<file path="src/rtl/soc_system_pio_edge_irq_if.sv">
// Avalon-MM slave bus bundle for the edge-capture input PIO.
//   address    : register word address (master -> slave)
//   chipselect : slave select (master -> slave)
//   write_n    : active-low write strobe (master -> slave)
//   writedata  : write data (master -> slave)
//   readdata   : registered read data, latency 1 (slave -> master)
interface soc_system_pio_edge_irq_if;
    logic [2:0]  address;
    logic        chipselect;
    logic        write_n;
    logic [31:0] writedata;
    logic [31:0] readdata;

    modport master (
        output address,
        output chipselect,
        output write_n,
        output writedata,
        input  readdata
    );

    modport slave (
        input  address,
        input  chipselect,
        input  write_n,
        input  writedata,
        output readdata
    );
endinterface

</file>
<file path="src/rtl/soc_system_pio_edge_irq.sv">
// Parametrised Avalon-MM input PIO with per-bit edge capture, W1C clear,
// interrupt mask, registered IRQ and a saturating event counter.
//
// Ports:
//   clk      : system clock, rising edge
//   reset_n  : synchronous active-low reset
//   bus      : Avalon-MM slave (address, chipselect, write_n, writedata, readdata)
//   in_port  : asynchronous external inputs, WIDTH bits
//   irq      : registered level interrupt
//
// Register map (word address):
//   0 DATA (RO), 1 RISE_EN, 2 FALL_EN, 3 EDGE_CAPTURE (W1C), 4 IRQ_MASK,
//   5 EVENT_COUNT (RO [15:0], any write clears), 6-7 read 0.
//
// Optional feature: define SOC_PIO_DEBOUNCE_EN to insert a per-bit debouncer
// between the synchroniser and edge detection (DEBOUNCE_CYCLES stable cycles).
module soc_system_pio_edge_irq #(
    parameter int unsigned WIDTH           = 32,
    parameter int unsigned SYNC_STAGES     = 2,
    parameter int unsigned DEBOUNCE_CYCLES = 16
) (
    input  logic                      clk,
    input  logic                      reset_n,
    soc_system_pio_edge_irq_if.slave  bus,
    input  logic [WIDTH-1:0]          in_port,
    output logic                      irq
);

    logic [WIDTH-1:0] sync_q [SYNC_STAGES];
    logic [WIDTH-1:0] sync;
    logic [WIDTH-1:0] stable;
    logic [WIDTH-1:0] prev_q;
    logic [WIDTH-1:0] rise_en_q;
    logic [WIDTH-1:0] fall_en_q;
    logic [WIDTH-1:0] irq_mask_q;
    logic [WIDTH-1:0] edge_capture_q;
    logic [15:0]      event_count_q;
    logic [WIDTH-1:0] edge_det;
    logic [WIDTH-1:0] clr;
    logic             any_edge;
    logic             wr;
    logic [31:0]      rd_mux;
    logic             irq_q;

    assign wr   = bus.chipselect & ~bus.write_n;
    assign sync = sync_q[SYNC_STAGES-1];

    always_ff @(posedge clk) begin
        if (!reset_n) begin
            for (int i = 0; i < int'(SYNC_STAGES); i++) begin
                sync_q[i] <= '0;
            end
        end else begin
            sync_q[0] <= in_port;
            for (int i = 1; i < int'(SYNC_STAGES); i++) begin
                sync_q[i] <= sync_q[i-1];
            end
        end
    end

`ifdef SOC_PIO_DEBOUNCE_EN
    localparam int unsigned CntW = $clog2(DEBOUNCE_CYCLES + 1);

    logic [WIDTH-1:0] deb_q;
    logic [CntW-1:0]  deb_cnt_q [WIDTH];

    // A bit only follows sync after it has differed for DEBOUNCE_CYCLES
    // consecutive cycles; any agreeing cycle restarts the count.
    always_ff @(posedge clk) begin
        if (!reset_n) begin
            deb_q <= '0;
            for (int i = 0; i < int'(WIDTH); i++) begin
                deb_cnt_q[i] <= '0;
            end
        end else begin
            for (int i = 0; i < int'(WIDTH); i++) begin
                if (sync[i] != deb_q[i]) begin
                    if (deb_cnt_q[i] == CntW'(DEBOUNCE_CYCLES - 1)) begin
                        deb_q[i]     <= sync[i];
                        deb_cnt_q[i] <= '0;
                    end else begin
                        deb_cnt_q[i] <= deb_cnt_q[i] + CntW'(1);
                    end
                end else begin
                    deb_cnt_q[i] <= '0;
                end
            end
        end
    end

    assign stable = deb_q;
`else
    assign stable = sync;
`endif

    always_comb begin
        edge_det = (stable & ~prev_q & rise_en_q) | (~stable & prev_q & fall_en_q);
        any_edge = |edge_det;
        clr      = '0;
        if (wr && bus.address == 3'd3) begin
            clr = bus.writedata[WIDTH-1:0];
        end
    end

    always_comb begin
        rd_mux = '0;
        case (bus.address)
            3'd0:    rd_mux = 32'(stable);
            3'd1:    rd_mux = 32'(rise_en_q);
            3'd2:    rd_mux = 32'(fall_en_q);
            3'd3:    rd_mux = 32'(edge_capture_q);
            3'd4:    rd_mux = 32'(irq_mask_q);
            3'd5:    rd_mux = 32'(event_count_q);
            default: rd_mux = '0;
        endcase
    end

    always_ff @(posedge clk) begin
        if (!reset_n) begin
            prev_q         <= '0;
            rise_en_q      <= '0;
            fall_en_q      <= '0;
            irq_mask_q     <= '0;
            edge_capture_q <= '0;
            event_count_q  <= '0;
            bus.readdata   <= '0;
            irq_q          <= 1'b0;
        end else begin
            prev_q       <= stable;
            bus.readdata <= rd_mux;
            irq_q        <= |(edge_capture_q & irq_mask_q);

            // New edges win over a same-cycle clear so no event is lost.
            edge_capture_q <= (edge_capture_q & ~clr) | edge_det;

            if (wr && bus.address == 3'd1) rise_en_q  <= bus.writedata[WIDTH-1:0];
            if (wr && bus.address == 3'd2) fall_en_q  <= bus.writedata[WIDTH-1:0];
            if (wr && bus.address == 3'd4) irq_mask_q <= bus.writedata[WIDTH-1:0];

            if (wr && bus.address == 3'd5) begin
                event_count_q <= any_edge ? 16'd1 : 16'd0;
            end else if (any_edge && event_count_q != 16'hFFFF) begin
                event_count_q <= event_count_q + 16'd1;
            end
        end
    end

    assign irq = irq_q;

endmodule

</file>
<file path="src/flat_wrapper.sv">
// flat-port wrapper written by rule: the top's interface ports become plain ports
module soc_system_pio_edge_irq_flat 
#(
    parameter int unsigned WIDTH           = 32,
    parameter int unsigned SYNC_STAGES     = 2,
    parameter int unsigned DEBOUNCE_CYCLES = 16
)
  (clk, reset_n, in_port, irq, bus_address, bus_chipselect, bus_write_n, bus_writedata, bus_readdata);
  soc_system_pio_edge_irq_if bus_i ();
  input  logic clk;
  input  logic reset_n;
  input  logic [WIDTH-1:0] in_port;
  output logic irq;
  input wire logic [$bits(bus_i.address)-1:0] bus_address;
  input wire logic [$bits(bus_i.chipselect)-1:0] bus_chipselect;
  input wire logic [$bits(bus_i.write_n)-1:0] bus_write_n;
  input wire logic [$bits(bus_i.writedata)-1:0] bus_writedata;
  output wire logic [$bits(bus_i.readdata)-1:0] bus_readdata;
  assign bus_i.address = bus_address;
  assign bus_i.chipselect = bus_chipselect;
  assign bus_i.write_n = bus_write_n;
  assign bus_i.writedata = bus_writedata;
  assign bus_readdata = bus_i.readdata;
  soc_system_pio_edge_irq #(.WIDTH(WIDTH), .SYNC_STAGES(SYNC_STAGES), .DEBOUNCE_CYCLES(DEBOUNCE_CYCLES)) u_core (.clk(clk), .reset_n(reset_n), .bus(bus_i), .in_port(in_port), .irq(irq));
endmodule
</file>
<file path="config.mk">
export PLATFORM = sky130hd
export DESIGN_NAME = soc_system_pio_edge_irq_flat
export DESIGN_NICKNAME = d
export VERILOG_FILES = /design/src/rtl/soc_system_pio_edge_irq_if.sv /design/src/rtl/soc_system_pio_edge_irq.sv /design/src/flat_wrapper.sv
export SDC_FILE = /design/constraint.sdc
export NUM_CORES = 1
export LEC_CHECK = 0
export CORE_MARGIN = 8
export CORE_UTILIZATION = 25
export CTS_BUF_LIST = sky130_fd_sc_hd__clkbuf_8
export DETAILED_ROUTE_END_ITERATION = 16
export GPL_ROUTABILITY_DRIVEN = 0
export PLACE_DENSITY = 0.46
export SYNTH_ARGS = -nofsm -noshare
export SYNTH_HDL_FRONTEND = slang
export SYNTH_SLANG_ARGS = --single-unit
</file>
<file path="constraint.sdc">
create_clock -name clk -period 4.85 [get_ports clk]
set_input_delay 0.97 -clock clk [delete_from_list [all_inputs] [get_ports clk]]
set_output_delay 0.97 -clock clk [all_outputs]
set_load 0.005 [all_outputs]
</file>
==> results.py <==
metrics = {
    "run_status": {
        "status": "finished, final reports clean",
    },
    "drt": {
        "ant_nets": 0,
        "viasPerCell": 4.64,
        "wl_per_cell_um": 19.1,
        "drc_errors": 0,
        "vias": 9015,
        "first_pass_iters": 5,
        "routed_wl_um": 37100,
        "first_iter_violations": 642,
    },
    "timing": {
        "tns_ps": 0,
        "slew_viol_final": 0,
        "hold_viol_final": 0,
        "worst_slew_pin_slew_ps": 836,
        "fin_worst_skew_ps": 24.5,
        "min_period_over_period_pct": 64.7,
        "relSlewSlack_pct": 44.3,
        "setup_viol": 0,
        "fin_crit_ps": 3140,
        "fmax_mhz": 319,
        "grt_setup_unrepaired": "false",
    },
    "worst_setup_path": {
        "slowest_delay_ps": 820,
        "crit_slowest_cell": "and3_1",
        "crit_required_ps": 5340,
        "arrival_ps": 3630,
        "critPathLaunchType": "input pin",
        "end_kind": "register",
        "crit_path_max_fanout": 17,
        "path_cells": "clkdlybuf4s50_1 > and2b_1 > and3_1 > buf_4 > nand2_1 > a21oi_1 > nor2b_1",
        "crit_type": "input pin to register",
    },
    "global_routing": {
        "antenna_found_initial": 0,
        "grt.busiest_layer": "met2",
        "gr-usage-met1_pct": 18.9,
        "grt_pass1_vias": 9157,
        "met2_usage_pct": 22.4,
        "overflow": 0,
        "use_met3_pct": 3.71,
        "grt.total_usage_pct": 14.5,
        "grt_start_max_net_pins": 108,
        "grt_pass1_wl_um": 56800,
    },
    "final_layout": {
        "multi_input_area_um2": 5220,
        "fillCellCount": 4617,
        "syn2layout_area_growth_pct": 24.6,
        "final_cell_mix": "nand2_1 (273), dfxtp_1 (273), clkdlybuf4s50_1 (102), and2_1 (101), a21boi_1 (94)",
        "nNetsFinal": 1388,
        "seqCellArea_um2": 5470,
        "drive_gt1_share_pct": 11.5,
        "diodes": 0,
    },
    "hold_path": {
        "min_path_type": "register to register",
    },
    "logic_synthesis": {
        "yosys_warnings": 0,
        "yosysSeqAreaShare_pct": 49.6,
        "synth_nets": 1281,
        "ys_ff_latch": 273,
        "ys.flop_type": "dfxtp_1",
        "syn_area_um2": 11000,
        "syn_area_per_cell_um2": 9.11,
        "syn-instance-count": 1209,
        "synth_edf_count": 0,
        "async_flop_share_pct": 0,
        "synth_cell_types": 52,
    },
    "clocking": {
        "cts_hold_buffers": 0,
        "path_clk_slew_ps": 60,
        "cts.repair.resized": 0,
        "htreeDepth": 2,
        "cts_tree": "yes",
        "cts_buffers": 51,
        "root_buffer": "clkbuf_8",
        "clockBufferDepth": 3,
        "clock-sinks": 273,
        "postCtsSetupBuffers": 0,
        "worstSkewPairLatency_ps": 610,
    },
    "pwr": {
        "worst_ir_drop_vdd_v": 0.000146,
        "power_mw": 4.89,
        "p_leak_nw": 4.77,
        "p_per_area_nw_per_um2": 356,
    },
    "place": {
        "hpwl_um": 24800,
        "port_buffers": 103,
    },
    "floorplan": {
        "initial_core_util_pct": 25.1,
        "pin_count": 104,
        "fp.dieW_um": 226,
        "die-area_um2": 51000,
        "die_h_um": 226,
        "coreArea_um2": 43800,
        "rows": 77,
    },
    "run": {
        "max-cap-violations": 0,
    },
}
## registers in the layout, summed over array words and instances (netlist names)
| signal | flops |
|---|---|
| u_core.sync_q | 64 |
| u_core.bus.readdata | 32 |
| u_core.edge_capture_q | 32 |
| u_core.fall_en_q | 32 |
| u_core.irq_mask_q | 32 |
| u_core.prev_q | 32 |
| u_core.rise_en_q | 32 |
| u_core.event_count_q | 16 |
| u_core.irq | 1 |
## cell families after synthesis
| group | after synthesis | share of synthesized area (%) |
|---|---|---|
| AO/OA/AOI/OAI | 295 | 19.8 |
| XOR/XNOR | 3 | 0.239 |
| adder cells (fa/ha/maj) | 1 | 0.114 |
| buffers and inverters | 78 | 3.07 |
| flip-flops | 273 | 49.6 |
| multiplexers | 18 | 1.69 |
| AND/OR/NAND/NOR | 541 | 25.4 |
## metrics by stage
stage / util [%] / instance area [um2] / hold slack [ps] / cells / setup WS [ps]
global placement: 28.9 / 12700 / 419 / 1855 / 1180
detailed placement: 28.9 / 12700 / 419 / 1855 / 1130
global route: 31.3 / 13700 / 449 / 1943 / 1580
finish: 31.3 / 13700 / 430 / 1943 / 1710
floorplan: - / 11000 / 412 / 1209 / 2690
CTS: 31.3 / 13700 / 434 / 1943 / 1770
## report_power, final
part           total [mW]  switching, mW  internal (mW)  leakage, nW
logic               0.265          0.143          0.122         1.96
clock network        2.30          0.996           1.31        0.598
registers            2.32         0.0327           2.29         2.22
total                4.89           1.17           3.72         4.77
## cell usage after synthesis, types with 18 or more instances
cell type / n / area share [%]
a221oi_1: 36 / 2.9
a21boi_0: 18 / 1.2
a21boi_1: 94 / 6.4
clkbuf_1: 40 / 1.4
and2_1: 101 / 5.7
a21oi_1: 48 / 2.2
nor2b_1: 34 / 1.9
a22oi_1: 29 / 2.0
buf_2: 27 / 1.2
dfxtp_1: 273 / 50
nor2_1: 52 / 1.8
nand3b_1: 33 / 2.2
nand2_1: 273 / 9.3
o21ai_2: 24 / 1.9
a22o_1: 20 / 1.6
## critical path, delay by kind of cell
kind,cells,cell delay (ps)
and+or+nand+nor,4,1630
AOI/OAI and AO/OA,1,150
buffers and inverters,2,850
## cell type report
type	instances	area share [%]
repair buffers	129	9.12
flip-flops and latches	273	39.8
multi-input cells	858	38.0
well taps	592	5.40
inverters	3	0.0820
clock buffers	62	6.22
clock inverters	26	1.37
## metal layers
metal  wire (um)  vias up  part of all wire (%)
met3        2050       80                   5.5
li1            -     4365                     -
met5           0        -                     0
met1       17600     4350                    47
met4        1330        0                   3.6
met2       16100      220                    43
## path summary, 6_finish.rpt
| check | cells past startpoint | startpoint | to | slack, ps |
|---|---|---|---|---|
| max reg2reg | 7 | u_core.sync_q[0][56] | u_core.event_count_q[8] | 2730 |
| max | 7 | bus_address[2] | u_core.edge_capture_q[26] | 1710 |
| min reg2reg | 1 | u_core.sync_q[0][25] | u_core.sync_q[0][57] | 430 |
| min | 1 | u_core.sync_q[0][25] | u_core.sync_q[0][57] | 430 |
Power figures use the tool's default switching activity.
